$ cat src/rtl/updown_sweep_pkg.sv
// Shared types and default sizes for the up/down sweep controller.
package updown_sweep_pkg;

  typedef enum logic [1:0] {
    IDLE = 2'd0,
    UP   = 2'd1,
    DOWN = 2'd2,
    DONE = 2'd3
  } sweep_state_t;

  localparam int DEF_W  = 3;
  localparam int DEF_RW = 4;

endpackage

$ cat src/rtl/updown_cnt_core.sv
// Loadable up/down counter register; load has priority over a count step.
module updown_cnt_core
  import updown_sweep_pkg::*;
#(
  parameter int W = DEF_W
) (
  input  logic         clk,
  input  logic         reset,
  input  logic         en,
  input  logic         up,
  input  logic         load,
  input  logic [W-1:0] load_val,
  output logic [W-1:0] count
);

  logic [W-1:0] r_cnt;

  always_ff @(posedge clk) begin
    if (reset) begin
      r_cnt <= '0;
    end else if (load) begin
      r_cnt <= load_val;
    end else if (en) begin
      r_cnt <= up ? (r_cnt + W'(1)) : (r_cnt - W'(1));
    end
  end

  assign count = r_cnt;

endmodule

$ cat src/rtl/updown_sweep_ctrl.sv
// Sweep controller: counts lo..hi (optionally back down, repeated reps times),
// then pulses done for one cycle. Limits and reps are captured on start.
module updown_sweep_ctrl
  import updown_sweep_pkg::*;
#(
  parameter int W  = DEF_W,
  parameter int RW = DEF_RW
) (
  input  logic          clk,
  input  logic          reset,
  input  logic          start,
  input  logic [W-1:0]  lo,
  input  logic [W-1:0]  hi,
  input  logic          pingpong,
  input  logic [RW-1:0] reps,
  input  logic          pause,
  output logic [W-1:0]  count,
  output logic          dir,
  output logic          busy,
  output logic          done,
  output logic          err
);

  sweep_state_t  r_state;
  sweep_state_t  w_next;
  logic [W-1:0]  r_lo;
  logic [W-1:0]  r_hi;
  logic          r_pp;
  logic [RW-1:0] r_reps;
  logic          r_err;

  logic          w_accept;
  logic          w_at_hi;
  logic          w_at_lo;
  logic          w_more_reps;
  logic          w_cnt_en;
  logic          w_cnt_up;
  logic          w_cnt_load;

  assign w_accept    = (r_state == IDLE) && start;
  assign w_at_hi     = (count == r_hi);
  assign w_at_lo     = (count == r_lo);
  assign w_more_reps = (r_reps > RW'(1));

  // State register
  always_ff @(posedge clk) begin
    if (reset) begin
      r_state <= IDLE;
    end else begin
      r_state <= w_next;
    end
  end

  // Remaining-reps counter and error flag
  always_ff @(posedge clk) begin
    if (reset) begin
      r_reps <= '0;
      r_err  <= 1'b0;
    end else if (w_accept) begin
      r_reps <= (reps == '0) ? RW'(1) : reps;
      r_err  <= (lo > hi);
    end else if ((r_state == DOWN) && !pause && w_at_lo) begin
      r_reps <= r_reps - RW'(1);
    end
  end

  // Sweep limits are pure data: captured on accept, never reset
  always_ff @(posedge clk) begin
    if (w_accept) begin
      r_lo <= lo;
      r_hi <= hi;
      r_pp <= pingpong;
    end
  end

  // Next-state logic
  always_comb begin
    w_next = r_state;
    unique case (r_state)
      IDLE: begin
        if (start) w_next = (lo > hi) ? DONE : UP;
      end
      UP: begin
        if (!pause && w_at_hi) w_next = (!r_pp || (r_lo == r_hi)) ? DONE : DOWN;
      end
      DOWN: begin
        if (!pause && w_at_lo) w_next = w_more_reps ? UP : DONE;
      end
      DONE: w_next = IDLE;
      default: w_next = IDLE;
    endcase
  end

  // Outputs and counter controls
  always_comb begin
    w_cnt_en   = 1'b0;
    w_cnt_up   = 1'b1;
    w_cnt_load = 1'b0;
    busy       = (r_state == UP) || (r_state == DOWN);
    dir        = (r_state != DOWN);
    done       = (r_state == DONE);
    err        = (r_state == DONE) && r_err;
    unique case (r_state)
      IDLE: w_cnt_load = start;
      UP: begin
        if (!pause) begin
          if (!w_at_hi) begin
            w_cnt_en = 1'b1;
          end else if (r_pp && (r_lo != r_hi)) begin
            w_cnt_en = 1'b1;
            w_cnt_up = 1'b0;
          end
        end
      end
      DOWN: begin
        if (!pause) begin
          if (!w_at_lo) begin
            w_cnt_en = 1'b1;
            w_cnt_up = 1'b0;
          end else if (w_more_reps) begin
            w_cnt_en = 1'b1;
          end
        end
      end
      default: ;
    endcase
  end

  updown_cnt_core #(.W(W)) u_cnt (
    .clk      (clk),
    .reset    (reset),
    .en       (w_cnt_en),
    .up       (w_cnt_up),
    .load     (w_cnt_load),
    .load_val (lo),
    .count    (count)
  );

endmodule

$ cat config.mk
export PLATFORM = sky130hd
export DESIGN_NAME = updown_sweep_ctrl
export DESIGN_NICKNAME = d
export VERILOG_FILES = /design/src/rtl/updown_sweep_pkg.sv /design/src/rtl/updown_cnt_core.sv /design/src/rtl/updown_sweep_ctrl.sv
export SDC_FILE = /design/constraint.sdc
export NUM_CORES = 1
export LEC_CHECK = 0
export CELL_PAD_IN_SITES_DETAIL_PLACEMENT = 1
export CELL_PAD_IN_SITES_GLOBAL_PLACEMENT = 1
export CORE_MARGIN = 2
export CORE_UTILIZATION = 31
export CTS_BUF_LIST = sky130_fd_sc_hd__clkbuf_8
export DETAILED_ROUTE_END_ITERATION = 16
export PLACE_DENSITY = 0.69
export RECOVER_POWER = 50
export SLEW_MARGIN = 40
export SYNTH_ARGS = -nofsm -noshare
export SYNTH_HDL_FRONTEND = slang
export SYNTH_SLANG_ARGS = --single-unit
$ cat constraint.sdc
create_clock -name clk -period 3.7 [get_ports clk]
set_clock_uncertainty 0.2 [all_clocks]
set_input_delay 0.74 -clock clk [delete_from_list [all_inputs] [get_ports clk]]
set_output_delay 0.74 -clock clk [all_outputs]
set_load 0.02 [all_outputs]
==> run_results.csv <==
group,metric,value,unit
logic_synthesis,ys_async_sr_fraction,0,%
placement,dp_cells,200,
logic_synthesis,synth_top_cell_area_share,17.2,%
drt,routed_wl,3180,µm
global_route,grt_pass1_wl,5360,µm
die,ios,22,
drt,drc,0,
hold_path,hold_path_class,"reg -> reg",
timing,post-route-period-util,85.6,%
cts,clk_path_buf_depth,2,
setup_path,worst-endpoint-arrival,3110,ps
timing,min_period,3170,ps
logic_synthesis,yosysMostFrequentCell,"inv_1",
die,die-area,0.00447,mm²
cts,h-tree-depth,1,
die,initial_core_util,32.7,%
pwr,power.leakage,0.000557,µW
pwr,vdd_drop_max,366,µV
global_route,antenna_found_initial,0,
layout,n_fill_cell,461,
global_route,grt.overflow.total,0,
placement,dp_hpwl,2550,µm
setup_path,critPathSlowestCell,"dlygate4sd3_1",
logic_synthesis,ys.flop_type,"dfxtp_1",
logic_synthesis,synth_cell_types,43,
layout,syn2layout_area_growth,24.1,%
timing,maxSlewViolCount,0,
cts,post_cts_buffers,0,
drt,vias_per_cell,5.25,
cts,clock_latency,260,ps
timing,finalHoldViolCount,0,
drt,firstDrtPassIters,7,
cts,cts_resized,0,
cts,cts_buffers,3,
logic_synthesis,synth_edf_count,7,
drt,final_antenna_net_count,0,
logic_synthesis,synth.cell_area,0.00122,mm²
layout,num_antenna_cells,0,
logic_synthesis,yosysSeqAreaShare,33.5,%
setup_path,worst-path-buf-inv,1,
logic_synthesis,yosysTopAreaCell,"edfxtp_1",
logic_synthesis,syn-mean-instance-area,9.14,µm²
drt,vias,1070,
setup_path,critPathMaxStageDelay,560,ps
setup_path,worstSetupPathType,"in -> reg",
logic_synthesis,synth_compound_area_share,17.5,%
placement,io_buffers,21,
logic_synthesis,synth_fa_ha_area_share,11.8,%
setup_path,cp_top_family,"compound AO/OA/AOI/OAI gates",
global_route,grt_pass1_vias,1067,
die,coreArea,0.00374,mm²
setup_path,required,3640,ps
logic_synthesis,synth.area.mux_share,1.74,%
logic_synthesis,synthCells,134,
timing,setup_viol,0,
cts,cts_num_sinks,17,
logic_synthesis,yosys_warnings,0,
timing,fmax,316,MHz
logic_synthesis,synth_common_cells,"15 x inv_1, 10 x dfxtp_1, 10 x ha_1",
logic_synthesis,yosys.area_share.simple,17.4,%
timing,fin_tns_setup,0,ps
timing,rsz0062_at_grt,"no",
cts,ctsHoldBuffers,0,
logic_synthesis,synth_top_family_by_area,"compound AO/OA/AOI/OAI gates",
timing,worstMarginPinSlew,604,ps
global_route,grt_max_degree,14,
global_route,grt.total_usage,16.2,%
pwr,power.density,704,mW/mm²
setup_path,reg2reg_slack,560,ps
setup_path,crit_chain,"dlygate4sd3_1 > nor2b_1 > o21ai_0 > fa_1 > xor2_1 > nor2_1 > a221o_1 > a2111oi_1 > a211oi_1",
cts,clk_pin_slew_worst_paths,80,ps
die,row_count,22,
logic_synthesis,synth_area_leaders,"edfxtp_1 17%, dfxtp_1 16%, ha_1 10%, xnor2_1 5.0%, inv_1 4.6%",
layout,drive_gt1_share,3.85,%
run,maxCapViolCount,0,
logic_synthesis,synth_nets,160,
setup_path,cp-end-kind,"flop",
placement,place_congestion,0.777,
layout,fin_nets,183,
layout,fin_cells,204,
logic_synthesis,synthXorXnorAreaFrac,11.2,%
cts,cts_root_buf,"clkbuf_8",
logic_synthesis,synth-seq-cells,17,
timing,max_slew_margin,59.7,%
cts,cts_tree,"yes",
drt,routedWlPerCell,15.6,µm
die,die_y,66.9,µm
pwr,fin_total_pwr,1070,µW
drt,drt_iter0_drc,85,
die,die_w,66.9,µm
status,status,"completed",
setup_path,startpoint_type,"input port",
setup_path,crit_fanout,3,
[tightest hold or removal path, stage by stage (launching register included)]
cell,delay [ps]
dfxtp_1,310
nand2_1,50
a21oi_1,60
[cells in the final DEF, fill, tap and decap left out, drive strengths merged, types with 2 or more instances in the layout]
cell type,count
a2111oi,2
a211oi,5
a21o,2
a21oi,4
clkbuf,4
clkdlybuf4s50,11
dfxtp,10
dlygate4sd3,10
edfxtp,7
ha,10
inv,15
nand2,5
nand3,3
nand3b,2
nand4,3
nor2,8
nor2b,3
nor3,7
o211ai,3
o21ai,6
or3,3
xnor2,9
xor2,5
[metal layers]
metal | vias up | wire, µm | track usage (%) | share of wire (%)
li1 | 523 | - | - | -
met1 | 524 | 1600 | 23.5 | 50
met2 | 17 | 1450 | 23.6 | 45
met3 | 6 | 77 | 3.55 | 2.4
met4 | 0 | 53 | 5.36 | 1.7
met5 | - | 0 | 0 | 0
[stage by stage]
step | setup slack (ps) | utilization [%] | hold slack (ps) | area [µm²]
CTS | 547 | 40.9 | 269 | 1530
detailed placement | 371 | 39.6 | 251 | 1480
global route | 278 | 40.6 | 300 | 1520
global placement | 464 | 39.6 | 246 | 1480
floorplan | 665 | - | 232 | 1220
finish | 533 | 40.6 | 269 | 1520
[layout make-up]
class | count | area (µm²) | area share [%]
clock buffer | 3 | 41.3 | 2.72
clock inverter | 1 | 7.51 | 0.494
inverter | 15 | 56.3 | 3.70
multi-input combinational | 97 | 723 | 47.6
sequential | 17 | 410 | 27.0
tap | 48 | 60.1 | 3.95
timing repair buffer | 23 | 221 | 14.6
[cells by family (layout without fill, tap and decap cells)]
logic type / after synthesis / in the layout
XOR/XNOR: 14 / 14
flip-flops: 17 / 17
AND/OR/NAND/NOR: 40 / 40
AO/OA/AOI/OAI: 30 / 30
adder cells (fa/ha/maj): 11 / 11
multiplexers: 2 / 2
buffers and inverters: 20 / 42
[report_power, final]
part | leakage [µW] | switching (µW) | internal, µW | total, µW
clock | 0.0000217 | 75.8 | 76.0 | 152
combinational | 0.000387 | 344 | 256 | 599
sequential | 0.000149 | 61.6 | 257 | 319
total | 0.000557 | 481 | 589 | 1070
[state kept, by name, summed over array words and instances, names as in the netlist]
name,flops
r_err,1
u_cnt.count,3
r_state,2
r_pp,1
r_lo,3
r_reps,4
r_hi,3
[path summary, 6_finish.rpt]
kind	from	end	cells after the start
min reg2reg	r_err	r_err	2
max	pause	u_cnt.count[2]	9
max reg2reg	u_cnt.count[2]	u_cnt.count[2]	10
min	r_err	r_err	2
No activity file was read; power rests on OpenSTA's default activity.
==> patch 1 (same flow settings) <==
The package constant `DEF_W` goes from 3 to 6.
--- a/src/rtl/updown_sweep_pkg.sv
+++ b/src/rtl/updown_sweep_pkg.sv
@@ -10,3 +10,3 @@
 
-  localparam int DEF_W  = 3;
+  localparam int DEF_W  = 6;
   localparam int DEF_RW = 4;
Interface: changed (resized count, hi and lo); port bits go from 22 to 31. No check against the original RTL was run, so the function may have changed too.
==> patch 1 against the unedited design <==
- worst setup slack worse by 0.25 ns
- synthesized cell count is 38% higher
- sequential share of layout area is 2.0 points higher
- utilization is 0.16 points higher
- hold slack hardly changed
- first-iteration DRC count is 68% lower
- sequential cell count is 9 higher
- design area is 48% higher
- total power is 14% higher
- largest power group unchanged
- wire length is 39% higher
- synthesized area is 45% higher
- sequential power is 46% higher
- fmax is 7.2% lower
==> patch 1: results (changes against the unedited design) <==
metric	value	unit	change
status	finished, final reports clean		unchanged
crit_arrival	3.40	ns	was 3.11 ns
synth_common_cells	xor2_1 (21), ha_1 (17), inv_1 (17)		was inv_1 (15), dfxtp_1 (10), ha_1 (10)
drive_gt1_share	7.658	%	was 3.846%
synth_most_common_cell	xor2_1		was inv_1
drt_wl_total	4424	microns	was 3180 microns
drt_iter0_markers	27		was 85
wl_met2	1989	microns	was 1445 microns
cp_max_fo	4		was 3
dr.pass1.iters	4		was 7
crit_path_max_incr_delay	0.43	ns	was 0.56 ns
dp_slack	-0.007664	ns	was 0.3705 ns
r2r-start	r_lo[3]$_DFFE_PP_		was u_cnt.count[2]$_SDFFE_PP0P_
final_nets	262		was 183
portBuffers	30		was 21
synthTopCellsByArea	edfxtp_1 (22%), dfxtp_1 (15%), ha_1 (12%)		was edfxtp_1 (17%), dfxtp_1 (16%), ha_1 (10%)
grt_usage	15.16	%	was 16.24%
synthCells	185		was 134
synth_edf_count	13		was 7
grtUsageMet1	21.53	%	was 23.55%
gp_congestion	0.7781		was 0.7771
ys_seq_area_share	36.62	%	was 33.50%
wire_per_inst	15.05	microns	was 15.59 microns
wl_met3	158	microns	was 77 microns
grt_pass1_wl	7493	microns	was 5361 microns
ir_drop	0.1746	mV	was 0.3661 mV
## patch 1: changes by cell type after synthesis, sizes merged, moves of 3 or more
cell and delta:
xor2 +16, dfxtp +3, ha +7, nor2 +8, edfxtp +6, xnor2 -5
a21oi +5, a211oi +6, nand2 +9
## patch 1: stage by stage
step / area, sq um / hold WS (ns)
after floorplan: 1777 / 0.2317
after global placement: 2190 / 0.2535
after detailed placement: 2190 / 0.2658
after CTS: 2235 / 0.2784
after global routing: 2245 / 0.3125
final: 2245 / 0.2681
## patch 1: path summary, 6_finish.rpt
kind	endpoint	slack [ns]
max	u_cnt.count[5]$_SDFFE_PP0P_	0.29
min	r_err$_SDFFE_PP0P_	0.27
max reg2reg	u_cnt.count[5]$_SDFFE_PP0P_	0.29
min reg2reg	r_err$_SDFFE_PP0P_	0.27
## patch 1: where the power goes
part / switching, W / internal [W] / total, W
combinational: 0.000344 / 0.000251 / 0.000595
clock: 0.0000912 / 0.0000745 / 0.000166
sequential: 0.0000786 / 0.000386 / 0.000465
total: 0.000514 / 0.000711 / 0.00122
## patch 1: repair_timing
| item | CTS | global route |
|---|---|---|
| setup buffers | 0 | 1 |
| endpoints found under the setup margin | 0 | 1 |
| gates resized for setup | 0 | 3 |
## patch 1: cells by family after synthesis
family | share of synthesized area (%)
XOR/XNOR | 12.32
multiplexers | 0.5634
AND/OR/NAND/NOR | 16.90
flip-flops | 36.62
AO/OA/AOI/OAI | 16.48
adder cells (fa/ha/maj) | 13.10
buffers and inverters | 4.014
## patch 1: layout make-up
cell class | count | area [sq um]
clock inverter | 1 | 3.754
inverter | 17 | 63.81
timing repair buffer | 35 | 334.1
clock buffer | 3 | 41.29
sequential | 26 | 651.9
multi-input combinational | 140 | 1060
fill | 657 | 3262
tap | 72 | 90.09
==> patch 2 (same flow settings) <==
Without the edit above. Reset style: asynchronous (`reset`), changed in 3 clocked blocks.
--- a/src/rtl/updown_cnt_core.sv
+++ b/src/rtl/updown_cnt_core.sv
@@ -17,3 +17,3 @@
 
-  always_ff @(posedge clk) begin
+  always_ff @(posedge clk or posedge reset) begin
     if (reset) begin
--- a/src/rtl/updown_sweep_ctrl.sv
+++ b/src/rtl/updown_sweep_ctrl.sv
@@ -45,3 +45,3 @@
   // State register
-  always_ff @(posedge clk) begin
+  always_ff @(posedge clk or posedge reset) begin
     if (reset) begin
@@ -54,3 +54,3 @@
   // Remaining-reps counter and error flag
-  always_ff @(posedge clk) begin
+  always_ff @(posedge clk or posedge reset) begin
     if (reset) begin
Check against the original RTL: differs if reset is asserted again (counterexample within 4 cycles, from zero or initial values and one cycle with reset high); with reset held inactive, the same outputs for 10 cycles.
==> patch 2 against the unedited design <==
- hold slack improved by 0.043 ns
- largest power group unchanged
- sequential cell count did not move
- final cell count down 11%
- worst setup slack improved by 0.24 ns
- synthesized area shrank 8.2%
- total power increased by 0.74%
- largest cell class unchanged
- count of clock-buffer cells in the layout stayed put
- design area decreased by 6.0%
- wire length down 21%
==> patch 2: results (changes against the unedited design) <==
metric	value	unit	change
status	finished, final reports clean		unchanged
tns	0	ns	unchanged
synth_fa_ha_area_share	12.90	%	was 11.85%
via_per_inst	4.840		was 5.245
clk_latency	0.26	ns	about the same
grt_pass1_wl	4264	microns	was 5361 microns
portBuffers	21		unchanged
p_leak	0.6056	nW	was 0.5574 nW
gp_congestion	0.6825		was 0.7771
ys_seq_area_share	40.93	%	was 33.50%
clk_pin_slew	0.07	ns	
fillCellCount	398		was 461
root_buffer	clkbuf_8		unchanged
dp.final_hpwl	2058	microns	was 2549 microns
dr.pass1.iters	4		was 7
synth_common_cells	inv_1 (15), xor2_1 (11), a21oi_1 (10), dfrtp_1 (10), ha_1 (10)		was inv_1 (15), dfxtp_1 (10), ha_1 (10)
drt_wl_total	2514	microns	was 3180 microns
crit_path_end_kind	flop		unchanged
crit_arrival	2.91	ns	was 3.11 ns
grt_max_degree	18		was 14
synthTopCellsByArea	dfrtp_1 (22%), edfxtp_1 (19%), ha_1 (11%)		was edfxtp_1 (17%), dfxtp_1 (16%), ha_1 (10%)
synth_mux_area_share	1.001	%	was 1.736%
synth_xor_area_share	10.90	%	was 11.24%
synth_nets	137		was 160
synth_async_sr_flop_share	58.82	%	was 0%
r2r_setup_slack	0.78	ns	was 0.56 ns
final_nets	162		was 183
grt_pass1_vias	961		was 1067
drive_gt1_share	6.667	%	was 3.846%
worst_pin_slew	0.5765	ns	was 0.6043 ns
dp_slack	0.7799	ns	was 0.3705 ns
gr-total-overflow	0		unchanged
ys_types	32		was 43
drt_iter0_markers	8		was 85
ir_drop	0.2622	mV	was 0.3661 mV
clockBufferDepth	2		unchanged
cp_max_fo	6		was 3
ys_warn_count	0		unchanged
period_minus_slack	2.925	ns	was 3.167 ns
grt_usage	13.43	%	was 16.24%
synth_compound_area_share	15.24	%	was 17.47%
[patch 2: changes by cell type after synthesis, sizes merged, moves of 6 or more]
cell	change
dfrtp	+10
dfxtp	-10
a21oi	+6
xnor2	-6
xor2	+6
[patch 2: area by class of cell]
cell class                      count  share of cell area [%]
Tap cell                           46                   4.028
Clock inverter                      1                  0.3503
Clock buffer                        3                   2.890
Sequential cell                    17                   32.22
Inverter                           15                   3.940
Timing Repair Buffer               21                   14.71
Multi-Input combinational cell     78                   41.86
[patch 2: kinds of logic (layout without fill, tap and decap cells)]
logic type | Yosys count | count (layout)
fa+ha+maj | 11 | 11
buf+inv | 16 | 40
simple gates | 28 | 28
compound gates | 24 | 24
flops | 17 | 17
mux | 1 | 1
xor+xnor | 14 | 14
[patch 2: final timing paths]
check,from,end,cells past startpoint
max reg2reg,r_state[0]$_DFFE_PP0P_,u_cnt.count[2]$_DFFE_PP0P_,9
min reg2reg,r_err$_DFFE_PP0P_,r_err$_DFFE_PP0P_,2
min,r_err$_DFFE_PP0P_,r_err$_DFFE_PP0P_,2
max in group asynchronous,reset,r_state[0]$_DFFE_PP0P_,2
min in group asynchronous,reset,u_cnt.count[0]$_DFFE_PP0P_,2
max,r_state[0]$_DFFE_PP0P_,u_cnt.count[2]$_DFFE_PP0P_,9
[patch 2: metrics by stage]
stage | cells | util (%) | area, sq um | total power, W | hold WS, ns
finish | 181 | 41.83 | 1429 | 0.001078 | 0.3117
global route | 181 | 41.83 | 1429 | 0.001161 | 0.3384
CTS | 181 | 42.01 | 1435 | 0.001102 | 0.3147
detailed placement | 177 | 40.66 | 1389 | 0.0009483 | 0.2994
global placement | 177 | 40.66 | 1389 | 0.0009267 | 0.3316
floorplan | 111 | - | 1125 | 0.0007516 | 0.2424
[patch 2: layer usage]
| metal | routed length (microns) | GRT usage [%] | vias to the layer above |
|---|---|---|---|
| li1 | - | - | 428 |
| met1 | 1079 | 14.71 | 430 |
| met2 | 1323 | 25.00 | 13 |
| met3 | 58 | 2.113 | 5 |
| met4 | 53 | 6.383 | 0 |
| met5 | 0 | 0 | - |
[patch 2: worst max-delay path, cell delays in order (launching register included)]
cell	delay (ns)
dfrtp_1	0.38
inv_1	0.11
ha_1	0.30
or4_4	0.56
o22ai_2	0.15
nand2_1	0.10
fa_1	0.40
xor2_1	0.18
or3_1	0.31
a31oi_1	0.17
[patch 2: power by group]
group | total (W) | switching [W] | leakage (nW) | internal (W)
clock | 0.000144 | 0.0000691 | 0.0255 | 0.0000750
sequential | 0.000336 | 0.0000653 | 0.178 | 0.000270
combinational | 0.000598 | 0.000333 | 0.402 | 0.000265
